[src/rtl/iltype_decode_tracker_pkg.sv]
// Shared constants and decode classification for the I-type decode tracker.
// Holds the opcode/NOP/funct7 constants and the decode class enumeration.
package iltype_decode_tracker_pkg;

    localparam logic [6:0]  OpcAluImm  = 7'b0010011;
    localparam logic [6:0]  OpcLoad    = 7'b0000011;
    localparam logic [31:0] NopWord    = 32'h0000_0013;
    localparam logic [6:0]  Funct7Zero = 7'b0000000;
    localparam logic [6:0]  Funct7Alt  = 7'b0100000;

    typedef enum logic [1:0] {
        ClsNop     = 2'd0,
        ClsAlui    = 2'd1,
        ClsLoad    = 2'd2,
        ClsIllegal = 2'd3
    } dec_class_e;

    function automatic dec_class_e classify(input logic [31:0] word);
        logic [6:0] opcode;
        logic [2:0] funct3;
        logic [6:0] funct7;
        dec_class_e cls;
        opcode = word[6:0];
        funct3 = word[14:12];
        funct7 = word[31:25];
        cls    = ClsIllegal;
        if (word == NopWord) begin
            cls = ClsNop;
        end else if (opcode == OpcAluImm) begin
            unique case (funct3)
                3'd1:    cls = (funct7 == Funct7Zero) ? ClsAlui : ClsIllegal;
                3'd5:    cls = (funct7 == Funct7Zero || funct7 == Funct7Alt) ? ClsAlui : ClsIllegal;
                default: cls = ClsAlui;
            endcase
        end else if (opcode == OpcLoad) begin
            unique case (funct3)
                3'd3, 3'd6, 3'd7: cls = ClsIllegal;
                default:          cls = ClsLoad;
            endcase
        end
        return cls;
    endfunction

endpackage

[src/rtl/iltype_decode_tracker_if.sv]
// Bundles the fetch, retire and status signals of the decode tracker.
// The slave modport is the tracker's view; master is the driver's view.
interface iltype_decode_tracker_if
    import iltype_decode_tracker_pkg::*;
#(
    parameter int unsigned DEPTH = 4
);
    localparam int unsigned CntW = $clog2(DEPTH) + 1;

    logic             instr_valid;
    logic [31:0]      instr;
    logic             retire_valid;
    logic             retire_wen;
    logic [4:0]       retire_rd;

    logic             dec_valid;
    dec_class_e       dec_class;
    logic [4:0]       dec_rd;
    logic [4:0]       dec_rs1;
    logic [2:0]       dec_funct3;
    logic [31:0]      dec_imm;

    logic [CntW-1:0]  q_count;
    logic             q_full;
    logic             q_empty;
    logic             mismatch;
    logic             overflow;
    logic             underflow;
    logic [15:0]      illegal_cnt;
    logic [31:0]      retired_cnt;

    modport slave (
        input  instr_valid, instr, retire_valid, retire_wen, retire_rd,
        output dec_valid, dec_class, dec_rd, dec_rs1, dec_funct3, dec_imm,
        output q_count, q_full, q_empty, mismatch, overflow, underflow,
        output illegal_cnt, retired_cnt
    );

    modport master (
        output instr_valid, instr, retire_valid, retire_wen, retire_rd,
        input  dec_valid, dec_class, dec_rd, dec_rs1, dec_funct3, dec_imm,
        input  q_count, q_full, q_empty, mismatch, overflow, underflow,
        input  illegal_cnt, retired_cnt
    );

endinterface

[src/rtl/iltype_decode_tracker_rd_fifo.sv]
// Expected-writeback FIFO of destination registers. A pop is judged against
// occupancy before a same-cycle push, so push+pop on a full queue both occur.
module rd_fifo #(
    parameter int unsigned DEPTH = 4
) (
    input  logic                     clk,
    input  logic                     reset,
    input  logic                     push,
    input  logic                     pop,
    input  logic [4:0]               wdata,
    output logic [4:0]               head,
    output logic [$clog2(DEPTH):0]   count,
    output logic                     full,
    output logic                     empty,
    output logic                     pop_ok,
    output logic                     overflow,
    output logic                     underflow
);
    localparam int unsigned PtrW = $clog2(DEPTH);
    localparam int unsigned CntW = PtrW + 1;

    logic [4:0]      mem_q [DEPTH];
    logic [PtrW-1:0] wptr_q, rptr_q;
    logic [CntW-1:0] count_q;
    logic            push_ok;

    assign count     = count_q;
    assign full      = (count_q == CntW'(DEPTH));
    assign empty     = (count_q == '0);
    assign head      = mem_q[rptr_q];
    assign pop_ok    = pop && !empty;
    assign push_ok   = push && (!full || pop_ok);
    assign overflow  = push && full && !pop_ok;
    assign underflow = pop && empty;

    always_ff @(posedge clk) begin
        if (reset && push_ok) begin
            mem_q[wptr_q] <= wdata;
        end
    end

    always_ff @(posedge clk) begin
        if (!reset) begin
            wptr_q  <= '0;
            rptr_q  <= '0;
            count_q <= '0;
        end else begin
            if (push_ok) wptr_q <= wptr_q + PtrW'(1);
            if (pop_ok)  rptr_q <= rptr_q + PtrW'(1);
            unique case ({push_ok, pop_ok})
                2'b10:   count_q <= count_q + CntW'(1);
                2'b01:   count_q <= count_q - CntW'(1);
                default: count_q <= count_q;
            endcase
        end
    end

endmodule

[src/rtl/iltype_decode_tracker.sv]
// One-cycle registered I-type/load decoder that queues expected writeback
// destinations and checks them against retirement order.
module iltype_decode_tracker
    import iltype_decode_tracker_pkg::*;
#(
    parameter int unsigned DEPTH = 4
) (
    input logic                   clk,
    input logic                   reset,
    iltype_decode_tracker_if.slave bus
);
    logic        dec_valid_q;
    dec_class_e  dec_class_q;
    logic [4:0]  dec_rd_q, dec_rs1_q;
    logic [2:0]  dec_funct3_q;
    logic [31:0] dec_imm_q;
    logic        mismatch_q, overflow_q, underflow_q;
    logic [15:0] illegal_cnt_q;
    logic [31:0] retired_cnt_q;

    logic        push, pop;
    logic [4:0]  head;
    logic        pop_ok, fifo_overflow, fifo_underflow;
    logic        q_full, q_empty;
    logic [$clog2(DEPTH):0] q_count;

    // Pushes come from the registered decode stage, not the raw fetch word.
    assign push = dec_valid_q && (dec_class_q == ClsAlui || dec_class_q == ClsLoad)
                  && (dec_rd_q != 5'd0);
    assign pop  = bus.retire_valid && bus.retire_wen && (bus.retire_rd != 5'd0);

    rd_fifo #(
        .DEPTH (DEPTH)
    ) u_rd_fifo (
        .clk       (clk),
        .reset     (reset),
        .push      (push),
        .pop       (pop),
        .wdata     (dec_rd_q),
        .head      (head),
        .count     (q_count),
        .full      (q_full),
        .empty     (q_empty),
        .pop_ok    (pop_ok),
        .overflow  (fifo_overflow),
        .underflow (fifo_underflow)
    );

    always_ff @(posedge clk) begin
        if (!reset) begin
            dec_valid_q   <= 1'b0;
            dec_class_q   <= ClsNop;
            dec_rd_q      <= '0;
            dec_rs1_q     <= '0;
            dec_funct3_q  <= '0;
            dec_imm_q     <= '0;
            mismatch_q    <= 1'b0;
            overflow_q    <= 1'b0;
            underflow_q   <= 1'b0;
            illegal_cnt_q <= '0;
            retired_cnt_q <= '0;
        end else begin
            dec_valid_q  <= bus.instr_valid;
            dec_class_q  <= classify(bus.instr);
            dec_rd_q     <= bus.instr[11:7];
            dec_rs1_q    <= bus.instr[19:15];
            dec_funct3_q <= bus.instr[14:12];
            dec_imm_q    <= {{20{bus.instr[31]}}, bus.instr[31:20]};

            if (dec_valid_q && dec_class_q == ClsIllegal && illegal_cnt_q != 16'hFFFF) begin
                illegal_cnt_q <= illegal_cnt_q + 16'd1;
            end
            if (pop_ok) begin
                retired_cnt_q <= retired_cnt_q + 32'd1;
                if (head != bus.retire_rd) mismatch_q <= 1'b1;
            end
            if (fifo_overflow)  overflow_q  <= 1'b1;
            if (fifo_underflow) underflow_q <= 1'b1;
        end
    end

    assign bus.dec_valid   = dec_valid_q;
    assign bus.dec_class   = dec_class_q;
    assign bus.dec_rd      = dec_rd_q;
    assign bus.dec_rs1     = dec_rs1_q;
    assign bus.dec_funct3  = dec_funct3_q;
    assign bus.dec_imm     = dec_imm_q;
    assign bus.q_count     = q_count;
    assign bus.q_full      = q_full;
    assign bus.q_empty     = q_empty;
    assign bus.mismatch    = mismatch_q;
    assign bus.overflow    = overflow_q;
    assign bus.underflow   = underflow_q;
    assign bus.illegal_cnt = illegal_cnt_q;
    assign bus.retired_cnt = retired_cnt_q;

endmodule

[src/flat_wrapper.sv]
// flat-port wrapper written by rule: the top's interface ports become plain ports
module iltype_decode_tracker_flat import iltype_decode_tracker_pkg::*;
#(
    parameter int unsigned DEPTH = 4
)
  (clk, reset, bus_instr_valid, bus_instr, bus_retire_valid, bus_retire_wen, bus_retire_rd, bus_dec_valid, bus_dec_class, bus_dec_rd, bus_dec_rs1, bus_dec_funct3, bus_dec_imm, bus_q_count, bus_q_full, bus_q_empty, bus_mismatch, bus_overflow, bus_underflow, bus_illegal_cnt, bus_retired_cnt);
  iltype_decode_tracker_if #(.DEPTH(DEPTH)) bus_i ();
  input logic clk;
  input logic reset;
  input wire logic [$bits(bus_i.instr_valid)-1:0] bus_instr_valid;
  input wire logic [$bits(bus_i.instr)-1:0] bus_instr;
  input wire logic [$bits(bus_i.retire_valid)-1:0] bus_retire_valid;
  input wire logic [$bits(bus_i.retire_wen)-1:0] bus_retire_wen;
  input wire logic [$bits(bus_i.retire_rd)-1:0] bus_retire_rd;
  output wire logic [$bits(bus_i.dec_valid)-1:0] bus_dec_valid;
  output wire logic [$bits(bus_i.dec_class)-1:0] bus_dec_class;
  output wire logic [$bits(bus_i.dec_rd)-1:0] bus_dec_rd;
  output wire logic [$bits(bus_i.dec_rs1)-1:0] bus_dec_rs1;
  output wire logic [$bits(bus_i.dec_funct3)-1:0] bus_dec_funct3;
  output wire logic [$bits(bus_i.dec_imm)-1:0] bus_dec_imm;
  output wire logic [$bits(bus_i.q_count)-1:0] bus_q_count;
  output wire logic [$bits(bus_i.q_full)-1:0] bus_q_full;
  output wire logic [$bits(bus_i.q_empty)-1:0] bus_q_empty;
  output wire logic [$bits(bus_i.mismatch)-1:0] bus_mismatch;
  output wire logic [$bits(bus_i.overflow)-1:0] bus_overflow;
  output wire logic [$bits(bus_i.underflow)-1:0] bus_underflow;
  output wire logic [$bits(bus_i.illegal_cnt)-1:0] bus_illegal_cnt;
  output wire logic [$bits(bus_i.retired_cnt)-1:0] bus_retired_cnt;
  assign bus_i.instr_valid = bus_instr_valid;
  assign bus_i.instr = bus_instr;
  assign bus_i.retire_valid = bus_retire_valid;
  assign bus_i.retire_wen = bus_retire_wen;
  assign bus_i.retire_rd = bus_retire_rd;
  assign bus_dec_valid = bus_i.dec_valid;
  assign bus_dec_class = bus_i.dec_class;
  assign bus_dec_rd = bus_i.dec_rd;
  assign bus_dec_rs1 = bus_i.dec_rs1;
  assign bus_dec_funct3 = bus_i.dec_funct3;
  assign bus_dec_imm = bus_i.dec_imm;
  assign bus_q_count = bus_i.q_count;
  assign bus_q_full = bus_i.q_full;
  assign bus_q_empty = bus_i.q_empty;
  assign bus_mismatch = bus_i.mismatch;
  assign bus_overflow = bus_i.overflow;
  assign bus_underflow = bus_i.underflow;
  assign bus_illegal_cnt = bus_i.illegal_cnt;
  assign bus_retired_cnt = bus_i.retired_cnt;
  iltype_decode_tracker #(.DEPTH(DEPTH)) u_core (.clk(clk), .reset(reset), .bus(bus_i));
endmodule
[config.mk]
export PLATFORM = sky130hd
export DESIGN_NAME = iltype_decode_tracker_flat
export DESIGN_NICKNAME = d
export VERILOG_FILES = /design/src/rtl/iltype_decode_tracker_pkg.sv /design/src/rtl/iltype_decode_tracker_if.sv /design/src/rtl/iltype_decode_tracker_rd_fifo.sv /design/src/rtl/iltype_decode_tracker.sv /design/src/flat_wrapper.sv
export SDC_FILE = /design/constraint.sdc
export NUM_CORES = 1
export LEC_CHECK = 0
export ABC_AREA = 1
export CAP_MARGIN = 20
export CORE_ASPECT_RATIO = 1.25
export CORE_MARGIN = 2
export CORE_UTILIZATION = 43
export CTS_CLUSTER_SIZE = 16
export DETAILED_ROUTE_END_ITERATION = 10
export HOLD_SLACK_MARGIN = 0.12
export PLACE_DENSITY = 0.76
export SLEW_MARGIN = 20
export SYNTH_ARGS = -nofsm -noshare
export SYNTH_HDL_FRONTEND = slang
export SYNTH_HIERARCHICAL = 1
export SYNTH_SLANG_ARGS = --single-unit
[constraint.sdc]
create_clock -name clk -period 1.97 [get_ports clk]
set_input_delay 0.2955 -clock clk [delete_from_list [all_inputs] [get_ports clk]]
set_output_delay 0.2955 -clock clk [all_outputs]
set_load 0.01 [all_outputs]
# Word-level counts from Yosys, hierarchy flattened
# Memories as Yosys holds them, arrays and structs flattened. A register that Yosys moved wholly into a read port is not among the register bits.
# Cells that the tools add are included.
# word_totals
regBits	86
mem_bits_rw	20
wordCells	76
memories	1
# classes
n_addsub	6
n_eq_ne	17
mux	11
bitwise_logic	1
n_reduce_logical	26
# memory_table
memory	depth	width	rd	rd_clocked_by_memory_dff	wr	line_no	text
u_core.u_rd_fifo.mem_q	4	5	1	1	1	iltype_decode_tracker_rd_fifo.sv:22	logic [4:0] mem_q [DEPTH];
# ops
operator	n
32-bit by 1-bit adder with 32-bit output, second input constant	1
32-bit by 5-bit == test with 1-bit output, second input constant	1
16-bit by 1-bit adder with 16-bit output, second input constant	1
16-bit != test, second input constant	1
3-bit == test, second input constant	4
1-bit logical AND	12
2-bit 2-to-1 mux	6
5-bit nonzero test	2
7-bit by 2-bit == test with 1-bit output, second input constant	1
7-bit by 5-bit == test with 1-bit output, second input constant	1
7-bit by 6-bit == test with 1-bit output, second input constant	1
7-bit logical NOT	1
2-bit == test, second input constant	3
3-bit case mux with 2 select lines	1
5-bit != test	1
2-bit by 1-bit adder with 2-bit output, second input constant	2
2-bit by 1-bit == test with 1-bit output, second input constant	2
2-bit case mux with 2 select lines	1
3-bit by 1-bit adder with 3-bit output, second input constant	1
3-bit by 1-bit == test with 1-bit output, second input constant	1
3-bit by 2-bit == test with 1-bit output, second input constant	1
1-bit logical NOT	3
3-bit logical NOT	1
1-bit logical OR	3
other kinds (7)	9

# Longest topological paths before layout
# Gate-level depths: netlist (run 1).
# depth
word_depth	8
mapped_depth	16
ltp_nobuf	16

# By module
# Netlist (run 1), hierarchy kept.
# by_module_without_submodules
mod	instances	cells_each	area_each_um2	seq_area_each_um2
iltype_decode_tracker	1	536	3853.7	1581.5
rd_fifo	1	126	1286.2	780.7

# Worst setup path before layout (run 1)
# Ideal clock, no wire load.
# synth_timing
path_kind	input -> register
start	in bus_retire_rd[2]
end	reg u_core.u_rd_fifo.count_q[2] (netlist: u_core/u_rd_fifo/count[2])
setup_ps	113
arrival_time_ps	1785
required_time_ps	1857
slack_ps	72
path_stages	16
cell_sequence	nor3_1 > nand2_1 > nand3_1 > inv_1 > inv_1 > nand3_4 > nand2_1 > ha_1 > inv_1 > fa_1 > inv_1 > nand2_1 > nand3_1 > nand2_1 > nand2_1 > nor2_1
# synth_between
elab_chain_cells	7
elab_cells_between_ends	9
classes_between	eq/ne: 2; mux: 1; reduce/logical: 6
# synth_rtl
item	line_no	text
start, declared	flat_wrapper.sv:14	input wire logic [$bits(bus_i.retire_rd)-1:0] bus_retire_rd;
5-bit nonzero test *	iltype_decode_tracker.sv:30	assign pop = bus.retire_valid && bus.retire_wen && (bus.retire_rd != 5'd0);
1-bit logical AND *	iltype_decode_tracker.sv:30	
named net u_core.pop	iltype_decode_tracker.sv:21	logic push, pop;
1-bit logical AND *	iltype_decode_tracker_rd_fifo.sv:31	assign pop_ok = pop && !empty;
1-bit logical OR	iltype_decode_tracker_rd_fifo.sv:32	assign push_ok = push && (!full || pop_ok);
1-bit logical AND	iltype_decode_tracker_rd_fifo.sv:32	
2-bit by 1-bit == test with 1-bit output or 2-bit == test (tied branches)	iltype_decode_tracker_rd_fifo.sv:50	unique case ({push_ok, pop_ok})
3-bit case mux with 2 select lines or 2-bit nonzero test (tied branches)	--	
end signal, assigned	iltype_decode_tracker_rd_fifo.sv:51	2'b10: count_q <= count_q + CntW'(1);
end signal, assigned	iltype_decode_tracker_rd_fifo.sv:52	2'b01: count_q <= count_q - CntW'(1);
end signal, assigned	iltype_decode_tracker_rd_fifo.sv:53	default: count_q <= count_q;
end, declared	iltype_decode_tracker_rd_fifo.sv:24	logic [CntW-1:0] count_q;
# Mark *: on every way through the listed nets, which the timed path passes. The rest lies on a longest branch.
# A chain may end at the register's enable or synchronous reset.

# Worst setup path after layout (run 1)
# layout_timing
start	reg u_core.dec_class_q[1] (netlist: u_core/bus.dec_class[1])
end	reg u_core.u_rd_fifo.count_q[2] (netlist: u_core/u_rd_fifo/count[2])
# layout_between
elab_chain_cells	7
elab_cells_between_ends	10
classes_between	eq/ne: 4; mux: 1; reduce/logical: 5
# layout_rtl
item	line_no	text
start, declared	iltype_decode_tracker.sv:13	dec_class_e dec_class_q;
start signal, assigned	iltype_decode_tracker.sv:52	dec_class_q <= ClsNop;
start signal, assigned	iltype_decode_tracker.sv:64	dec_class_q <= classify(bus.instr);
2-bit by 1-bit == test with 1-bit output or 2-bit == test (tied branches)	iltype_decode_tracker.sv:28	assign push = dec_valid_q && (dec_class_q == ClsAlui || dec_class_q == ClsLoad)
1-bit logical OR *	iltype_decode_tracker.sv:28	
1-bit logical AND *	iltype_decode_tracker.sv:28	
1-bit logical AND *	iltype_decode_tracker.sv:29	&& (dec_rd_q != 5'd0);
named net u_core.push	iltype_decode_tracker.sv:21	
1-bit logical AND *	iltype_decode_tracker_rd_fifo.sv:32	
2-bit by 1-bit == test with 1-bit output or 2-bit == test (tied branches)	iltype_decode_tracker_rd_fifo.sv:50	
3-bit case mux with 2 select lines or 2-bit nonzero test (tied branches)	--	
# Marks and branches as above.

==> results of run 1 <==
-- worst min-delay path, cell delays in order, from the launching register on --
cell,delay (ns)
sky130_fd_sc_hd__dfxtp_1,0.31
sky130_fd_sc_hd__inv_1,0.05
sky130_fd_sc_hd__a21oi_1,0.05
-- cells by family (layout without fill, tap and decap cells) --
family          count (synthesis)  count (layout)  share of synthesized area
fa+ha+maj                       9               9                     0.0234
xor+xnor                       12              12                     0.0204
buf+inv                       120             292                      0.105
compound gates                 75              75                     0.0794
simple gates                  338             338                      0.312
flops                         108             108                      0.460
-- cells in the final DEF, fill, tap and decap left out, types with 4 or more instances in the layout --
cell,instances
sky130_fd_sc_hd__nand4_1,10
sky130_fd_sc_hd__inv_2,5
sky130_fd_sc_hd__nand3_1,27
sky130_fd_sc_hd__clkbuf_16,9
sky130_fd_sc_hd__a21oi_1,32
sky130_fd_sc_hd__nand2_1,135
sky130_fd_sc_hd__nor3_1,16
sky130_fd_sc_hd__o21ai_0,25
sky130_fd_sc_hd__nor2_1,109
sky130_fd_sc_hd__nand3_2,5
sky130_fd_sc_hd__nand2_4,4
sky130_fd_sc_hd__inv_1,82
sky130_fd_sc_hd__xnor2_1,6
sky130_fd_sc_hd__o22ai_1,5
sky130_fd_sc_hd__nor2_4,6
sky130_fd_sc_hd__edfxtp_1,20
sky130_fd_sc_hd__nor2_8,4
sky130_fd_sc_hd__xor2_1,6
sky130_fd_sc_hd__nor2_2,6
sky130_fd_sc_hd__ha_1,7
sky130_fd_sc_hd__dfxtp_1,87
sky130_fd_sc_hd__o21ai_1,4
sky130_fd_sc_hd__clkdlybuf4s50_1,138
sky130_fd_sc_hd__buf_4,42
sky130_fd_sc_hd__nand2_2,5
-- synthesized netlist by cell type, types with 2 or more instances --
cell / instances / area, um^2
sky130_fd_sc_hd__and3_1: 2 / 12.5
sky130_fd_sc_hd__inv_1: 86 / 323
sky130_fd_sc_hd__nand2_4: 2 / 22.5
sky130_fd_sc_hd__o21bai_1: 2 / 15.0
sky130_fd_sc_hd__o22ai_1: 5 / 31.3
sky130_fd_sc_hd__buf_2: 3 / 15.0
sky130_fd_sc_hd__o21ai_0: 25 / 125
sky130_fd_sc_hd__clkbuf_1: 4 / 15.0
sky130_fd_sc_hd__a211oi_1: 2 / 15.0
sky130_fd_sc_hd__nand4_1: 10 / 62.6
sky130_fd_sc_hd__inv_2: 2 / 7.51
sky130_fd_sc_hd__a21oi_1: 32 / 160
sky130_fd_sc_hd__nor2_1: 111 / 417
sky130_fd_sc_hd__o21a_1: 2 / 15.0
sky130_fd_sc_hd__dfxtp_1: 88 / 1760
sky130_fd_sc_hd__buf_1: 2 / 7.51
sky130_fd_sc_hd__nor3_1: 16 / 80.1
sky130_fd_sc_hd__edfxtp_1: 20 / 601
sky130_fd_sc_hd__nand2_1: 137 / 514
sky130_fd_sc_hd__nand3_4: 3 / 52.6
sky130_fd_sc_hd__nand3_1: 30 / 150
sky130_fd_sc_hd__nand3_2: 2 / 20.0
sky130_fd_sc_hd__o21ai_1: 4 / 20.0
sky130_fd_sc_hd__nor2_4: 6 / 67.6
sky130_fd_sc_hd__nor2_2: 4 / 25.0
sky130_fd_sc_hd__xor2_1: 6 / 52.6
sky130_fd_sc_hd__nor2_8: 4 / 80.1
sky130_fd_sc_hd__xnor2_1: 6 / 52.6
sky130_fd_sc_hd__nor3b_2: 2 / 25.0
sky130_fd_sc_hd__buf_4: 21 / 158
sky130_fd_sc_hd__ha_1: 8 / 100
sky130_fd_sc_hd__nand2_2: 5 / 31.3
-- routing by layer --
metal	GRT usage	up-vias	share of wire
met5	0	-	0
met4	0.0795	0	0.024
met3	0.0339	24	0.044
met2	0.353	146	0.54
met1	0.212	2178	0.39
li1	-	2406	-
-- worst paths after layout --
path	endpoint	slack (ns)
setup / recovery	u_core/u_rd_fifo/count[2]	0.05
hold / removal	u_core/bus.mismatch	0.45
setup reg to reg	u_core/u_rd_fifo/count[2]	0.05
hold reg to reg	u_core/bus.mismatch	0.45
-- sequential cells by signal (all words and copies together) (netlist names), named ones only --
signal and flops:
u_core/bus.retired_cnt 32, u_core/u_rd_fifo/mem_q 20, u_core/bus.illegal_cnt 16, u_core/bus.dec_imm 12
u_core/bus.dec_rd 5, u_core/bus.dec_rs1 5, u_core/bus.dec_funct3 3, u_core/u_rd_fifo/count 3
u_core/bus.dec_class 2, u_core/u_rd_fifo/rptr_q 2, u_core/u_rd_fifo/wptr_q 2, u_core/bus.dec_valid 1
u_core/bus.mismatch 1, u_core/bus.overflow 1, u_core/bus.underflow 1
-- power by group through the flow --
stage	registers, uW	logic [uW]	clock network [uW]
3_5_place_dp	2390	547	0
6_report	2340	562	1770
4_1_cts	2340	554	1800
2_1_floorplan	2410	227	0
3_3_place_gp	2380	534	0
5_1_grt	2340	614	1900
-- cell type report --
class / count / share of cell area
Clock buffer: 9 / 0.0311
Inverter: 89 / 0.0465
Multi-Input combinational cell: 434 / 0.315
Timing Repair Buffer: 187 / 0.244
Tap cell: 161 / 0.0278
Sequential cell: 108 / 0.327
Clock inverter: 7 / 0.00916
-- metrics by stage --
stage | cells | power, uW | util | hold WS (ns)
after floorplan | 662 | 2630 | - | 0.389
after global placement | 974 | 2920 | 0.590 | 0.435
after detailed placement | 974 | 2940 | 0.590 | 0.448
after CTS | 991 | 4700 | 0.618 | 0.458
after global routing | 995 | 4850 | 0.623 | 0.482
final | 995 | 4670 | 0.623 | 0.452
-- timing repair --
item	CTS	global route
endpoints found under the setup margin	2	36
pin swaps	5	7
buffers inserted	1	4
gates resized for setup	13	10
==> results.txt, run 1 <==
----------------------------------------------------
[Synth]
  Fraction of registers with async set/reset ... 0
  Syn nets ... 713
  Commonest register cell after synthesis ... sky130_fd_sc_hd__dfxtp_1
  Total of warnings raised by yosys ... 6
  Register area share after synthesis ... 0.460
  Average cell area after synthesis ... 7.76 um^2
  Post-Synthesis Cells ... around 660
  Library cells used by synthesis ... 42
  Number of storage elements in the synthesis netlist ... 108
  Combined area of all synthesized cells ... 5140 um^2
  Number of enable flip-flop cells after synthesis ... 20

[Cells and area]
  Fill count ... 985
  Area taken by flip-flops and latches ... 2360 um^2
  Count of inserted antenna diode cells ... 0
  Post-layout instance area ... ~7200 um^2
  Proportion of layout cells with a drive suffix above 1 ... 0.126
  Total Nets Final ... 880
  Signed area change from the synthesized netlist to the final layout ... 40.8%
  Multi-input combinational cell area ... approximately 2300 um^2

[Timing]
  Total negative setup slack ... 0 ns
  Tcrit/Tclk final ... 0.976
  Final-report hold violation count ... 0
  RSZ-0062 raised after global routing ... yes
  Endpoints failing setup ... 0
  Clock skew ... 0.00562 ns
  Max-slew violation count ... 0
  Peak clock frequency supported by timing ... 520 MHz
  Worst Tran Pin Value ... 0.502 ns
  Minimum period implied by the final worst setup slack ... 1.92 ns
  Final worst-path setup slack ... 0.0482 ns
  Normalized max-slew margin ... 0.665

[Clocking]
  Number of sinks handled by clock tree synthesis ... 108
  Clock transition at the registers of the reported paths ... about 0.070 ns
  TritonCTS clock tree ... yes
  CTS Buf Count ... 9
  Count of hold-fix buffers inserted at cts ... 0
  Later-pin clock latency in the skew report ... 0.33 ns
  H-tree levels ... 3
  Number of buffers on the longest clock path ... 2
  Buffer type at the clock tree root ... sky130_fd_sc_hd__clkbuf_16

[Route]
  Number of search-and-repair iterations in the first detailed-routing pass ... 5
  Detailed-route via count ... 4754
  Via/cell ratio ... 4.78
  Post-detailed-route count of antenna-violating nets ... 0
  1st-iter DRT viols ... between 150 and 200
  Final wirelength ... approximately 13000 um
  DRC ... 0
  Wirelength per Cell ... approximately 13 um

[Floorplan]
  X dimension of the die ... 102 um
  Height of the die ... 126 um
  Die Outline Area ... approximately 13000 um^2
  Starting utilization of the core area ... 0.442
  Area of the core region ... ~12000 um^2
  I/O pins ... 146
  Std-Cell Rows ... 44

[Setup path]
  Number of cells on the worst reg-to-reg path ... 12
  Path type of the worst setup path ... register to register
  Startpoint type of the worst setup path ... register
  Endpoint required time on the critical path ... 2.24 ns
  Critical path endpoint category ... register
  Crit path cell chain ... ha_1, nand3_2, inv_1, nand2_1, ha_2, inv_2, fa_2, nand2_2, nand3_2, nand2_1, nand2_1, nor2_1
  Launch point of the worst reg-to-reg path ... u_core/bus.dec_class[1]
  Critical path's most frequent cell ... sky130_fd_sc_hd__nand2_1
  Startpoint of the most critical setup path ... u_core/bus.dec_class[1]
  Arr. time, crit path ... 2.19 ns
  Sum of buffers and inverters on the critical path ... 2
  Path length in cells of the critical path ... 12
  Slowest stage delay, CP ... between 0.3 and 0.4 ns
  Max FO, Critical Path ... 2
  Critical-path top delay cell ... sky130_fd_sc_hd__fa_2
  Kind of cell adding the most delay to the critical path ... adder cells

[Global route]
  Via count of the first global-routing pass ... around 4500
  Global-route usage over all layers ... 0.192
  Remaining global-route overflow ... 0
  Largest net degree at the start of global routing ... 39
  Global-route wire length before repair ... 20100 um
  Antenna violations before repair ... 0

[Power and ir drop]
  P per Cell Area ... approximately 640 nW/um^2
  Max VDD drop ... 0.000449 V
  Internal Power ... 3580 uW
  Net load switching power ... ~1100 uW
  Share of total power in sequential cells ... 0.501
  Relative contribution of the clock network to total power ... 0.378
  Portion of total power attributed to combinational logic ... 0.120
  Leak Pwr ... 0.00308 uW
  Switching share of power ... 0.233

[Place]
  Number of I/O port buffers ... 145
  HPWL after DPL ... 9570 um
  Worst setup slack after placement ... -0.490 ns
  Placed cell area ... 6860 um^2
  Gp weighted congestion ... 0.878

[Hold path]
  Launch instance of the worst min-delay path ... u_core/bus.mismatch
  Class of the worst hold path ... register to register
  Worst Hold Depth ... 2

[Flow run]
  Maxcap violations ... 0

[Run status]
  Result of the run ... finished clean

----------------------------------------------------
(Power assumes the default switching activity.)
==> run 2: changes to the inputs <==
==> constraint.sdc (replaced) <==
create_clock -name clk -period 1.97 [get_ports clk]
set_input_delay 0.394 -clock clk [delete_from_list [all_inputs] [get_ports clk]]
set_output_delay 0.394 -clock clk [all_outputs]
set_load 0.01 [all_outputs]
==> results.txt, run 2 (synthesis gave the netlist of run 1 again) <==
----------------------------------------------------
[Route]
  Number of search-and-repair iterations in the first detailed-routing pass ... 5 (unchanged)
  DRC ... 0 (unchanged)
  Detailed-route via count ... 4765 (+0.23%)
  1st-iter DRT viols ... 270 (+52%)
  Post-detailed-route count of antenna-violating nets ... 0 (unchanged)
  Final wirelength ... 12500 um (-0.88%)
  Wirelength per Cell ... 12.6 um (-0.48%)
  Via/cell ratio ... 4.81 (+0.64%)

[Global route]
  Remaining global-route overflow ... 0 (unchanged)
  Routing layer with the top usage in global route ... met2
  Global-route usage over all layers ... 0.191 (-0.000937)
  Antenna violations before repair ... 0 (unchanged)
  Met3 capacity usage during global routing ... 0.0300 (-0.00388)
  Largest net degree at the start of global routing ... 54 (+38%)
  Met1 GRT Util ... 0.203 (-0.00883)
  Global-route wire length before repair ... 19800 um (-1.5%)
  Via count of the first global-routing pass ... 4479 (-1.1%)
  Met2 GRT Util ... 0.365 (+0.0116)

[Timing]
  Clock skew ... 0.00476 ns (-0.000856 ns)
  Normalized max-slew margin ... 0.670 (+0.00479)
  Peak clock frequency supported by timing ... 514 MHz (-1.3%)
  Final worst-path setup slack ... 0.0229 ns (-0.0253 ns)
  Minimum period implied by the final worst setup slack ... 1.95 ns (+0.0253 ns)
  Worst Tran Pin Value ... 0.495 ns (-0.00717 ns)
  Tcrit/Tclk final ... 0.988 (+0.0128)
  Total negative setup slack ... 0 ns (unchanged)
  Endpoints failing setup ... 0 (unchanged)
  Final-report hold violation count ... 0 (unchanged)
  RSZ-0062 raised after global routing ... yes
  Max-slew violation count ... 0 (unchanged)

[Setup path]
  Endpoint required time on the critical path ... 2.21 ns (-0.03 ns)
  Max FO, Critical Path ... 3 (+1)
  Path type of the worst setup path ... input port to register
  Slowest stage delay, CP ... 0.35 ns (about the same)
  Critical path's most frequent cell ... sky130_fd_sc_hd__nand2_1
  Crit path cell chain ... dlygate4sd2_1, nor3_2, nand2_1, nand3_2, inv_2, inv_2, nand3_4, nand2_2, ha_2, inv_2, fa_2, inv_1, nand2_1, nand3_2, nand2_1, nand2_1, nor2_1
  Critical path endpoint category ... register
  Critical-path top delay cell ... sky130_fd_sc_hd__fa_2
  Startpoint type of the worst setup path ... input port
  Arr. time, crit path ... 2.18 ns (about the same)

[Place]
  Number of I/O port buffers ... 145 (unchanged)
  HPWL after DPL ... 9480 um (-0.92%)
  Worst setup slack after placement ... -0.569 ns (-0.0796 ns)
  Gp weighted congestion ... 0.863 (-1.7%)
  Placed cell area ... 6820 um^2 (-0.58%)

[Power and ir drop]
  Power, Total ... 4950 uW (+6.2%)
  Leak Pwr ... 0.00310 uW (+0.78%)
  P per Cell Area ... 679 nW/um^2 (+5.4%)
  Max VDD drop ... 0.000441 V (-1.7%)

[Cells and area]
  Most common cell after layout, fill and taps aside ... sky130_fd_sc_hd__clkdlybuf4s50_1
  Proportion of layout cells with a drive suffix above 1 ... 0.129 (+0.00302)
  Most used cells in the layout excluding fill and tap cells ... sky130_fd_sc_hd__clkdlybuf4s50_1, sky130_fd_sc_hd__nand2_1, sky130_fd_sc_hd__nor2_1
  Total Nets Final ... 876 (-0.45%)
  Signed area change from the synthesized netlist to the final layout ... 41.9%
  Count of inserted antenna diode cells ... 0 (unchanged)
  Max reg flops ... 32 (unchanged)
  Post-layout instance area ... 7290 um^2 (+0.78%)

[Floorplan]
  I/O pins ... 146 (unchanged)
  Std-Cell Rows ... 44 (unchanged)
  X dimension of the die ... 102 um (unchanged)
  Starting utilization of the core area ... 0.442 (unchanged)
  Area of the core region ... 11600 um^2 (unchanged)
  Die Outline Area ... 12800 um^2 (unchanged)
  Height of the die ... 126 um (unchanged)

[Clocking]
  Later-pin clock latency in the skew report ... 0.34 ns (about the same)
  TritonCTS clock tree ... yes
  Number of sinks handled by clock tree synthesis ... 108 (unchanged)
  Clock transition at the registers of the reported paths ... 0.07 ns (about the same)
  H-tree levels ... 3 (unchanged)
  CTS Buf Count ... 9 (unchanged)
  Buffer type at the clock tree root ... sky130_fd_sc_hd__clkbuf_16
  Number of buffers on the longest clock path ... 2 (unchanged)

[Hold path]
  Class of the worst hold path ... input port to register

[Flow run]
  Maxcap violations ... 0 (unchanged)

[Run status]
  Result of the run ... finished clean

----------------------------------------------------
-- run 2: cell types whose count changed in the layout (fill, tap and decap cells not counted), sizes merged --
cell           change
bufinv             +2
buf                -4
dlymetal6s2s       +1
clkbuf             +1
inv                -1
clkinvlp           -1
clkdlybuf4s50      -1
clkinv             -1
-- run 2: layout make-up --
type | count | area, um^2
inverter | 89 | 337
fill | 981 | 4320
sequential | 108 | 2360
clock buffer | 10 | 239
clock inverter | 6 | 111
timing repair buffer | 183 | 1750
multi-input combinational | 434 | 2280
tap | 161 | 201
-- run 2: through the flow --
stage | std cells | hold slack (ns) | utilization
final | 991 | 0.418 | 0.628
after global routing | 991 | 0.436 | 0.628
after CTS | 985 | 0.410 | 0.620
after detailed placement | 967 | 0.443 | 0.587
after global placement | 967 | 0.435 | 0.587
after floorplan | 662 | 0.464 | -
-- run 2: metal layers --
layer	share of wire	vias to the layer above
li1	-	2416
met1	0.39	2224
met2	0.56	106
met3	0.035	19
met4	0.020	0
met5	0	-
-- run 2: path summary, 6_finish.rpt --
kind | cells after the start | startpoint | end | slack [ns]
setup reg to reg | 13 | u_core/bus.dec_class[0] | u_core/u_rd_fifo/count[2] | 0.05
setup / recovery | 17 | bus_retire_rd[2] | u_core/u_rd_fifo/count[2] | 0.02
hold / removal | 3 | reset | u_core/u_rd_fifo/count[2] | 0.42
hold reg to reg | 2 | u_core/bus.mismatch | u_core/bus.mismatch | 0.45
-- run 2: worst max-delay path, delay by kind of cell --
kind                     cells  cell delay [ns]
adder cells (fa/ha/maj)      2             0.55
buffers and inverters        5             0.50
AND/OR/NAND/NOR             10             0.73
-- run 2: what timing repair did --
item / in CTS / in global routing
endpoints found under the hold margin: 0 / 0
pin swaps: 6 / 10
hold buffers: 0 / 0
endpoints found under the setup margin: 33 / 20
setup buffers: 2 / 6
resized for setup: 13 / 14
-- run 2: report_power, final --
group / internal (uW) / switching [uW] / total, uW
combinational: 298 / 258 / 556
sequential: 2300 / 38.7 / 2340
clock: 1280 / 782 / 2060
total: 3870 / 1080 / 4950
==> run 3: changes to the inputs <==
SLEW_MARGIN = default   (was 20)
==> results of run 3 <==
Final layout, timing and power as in run 2 (identical DEF).
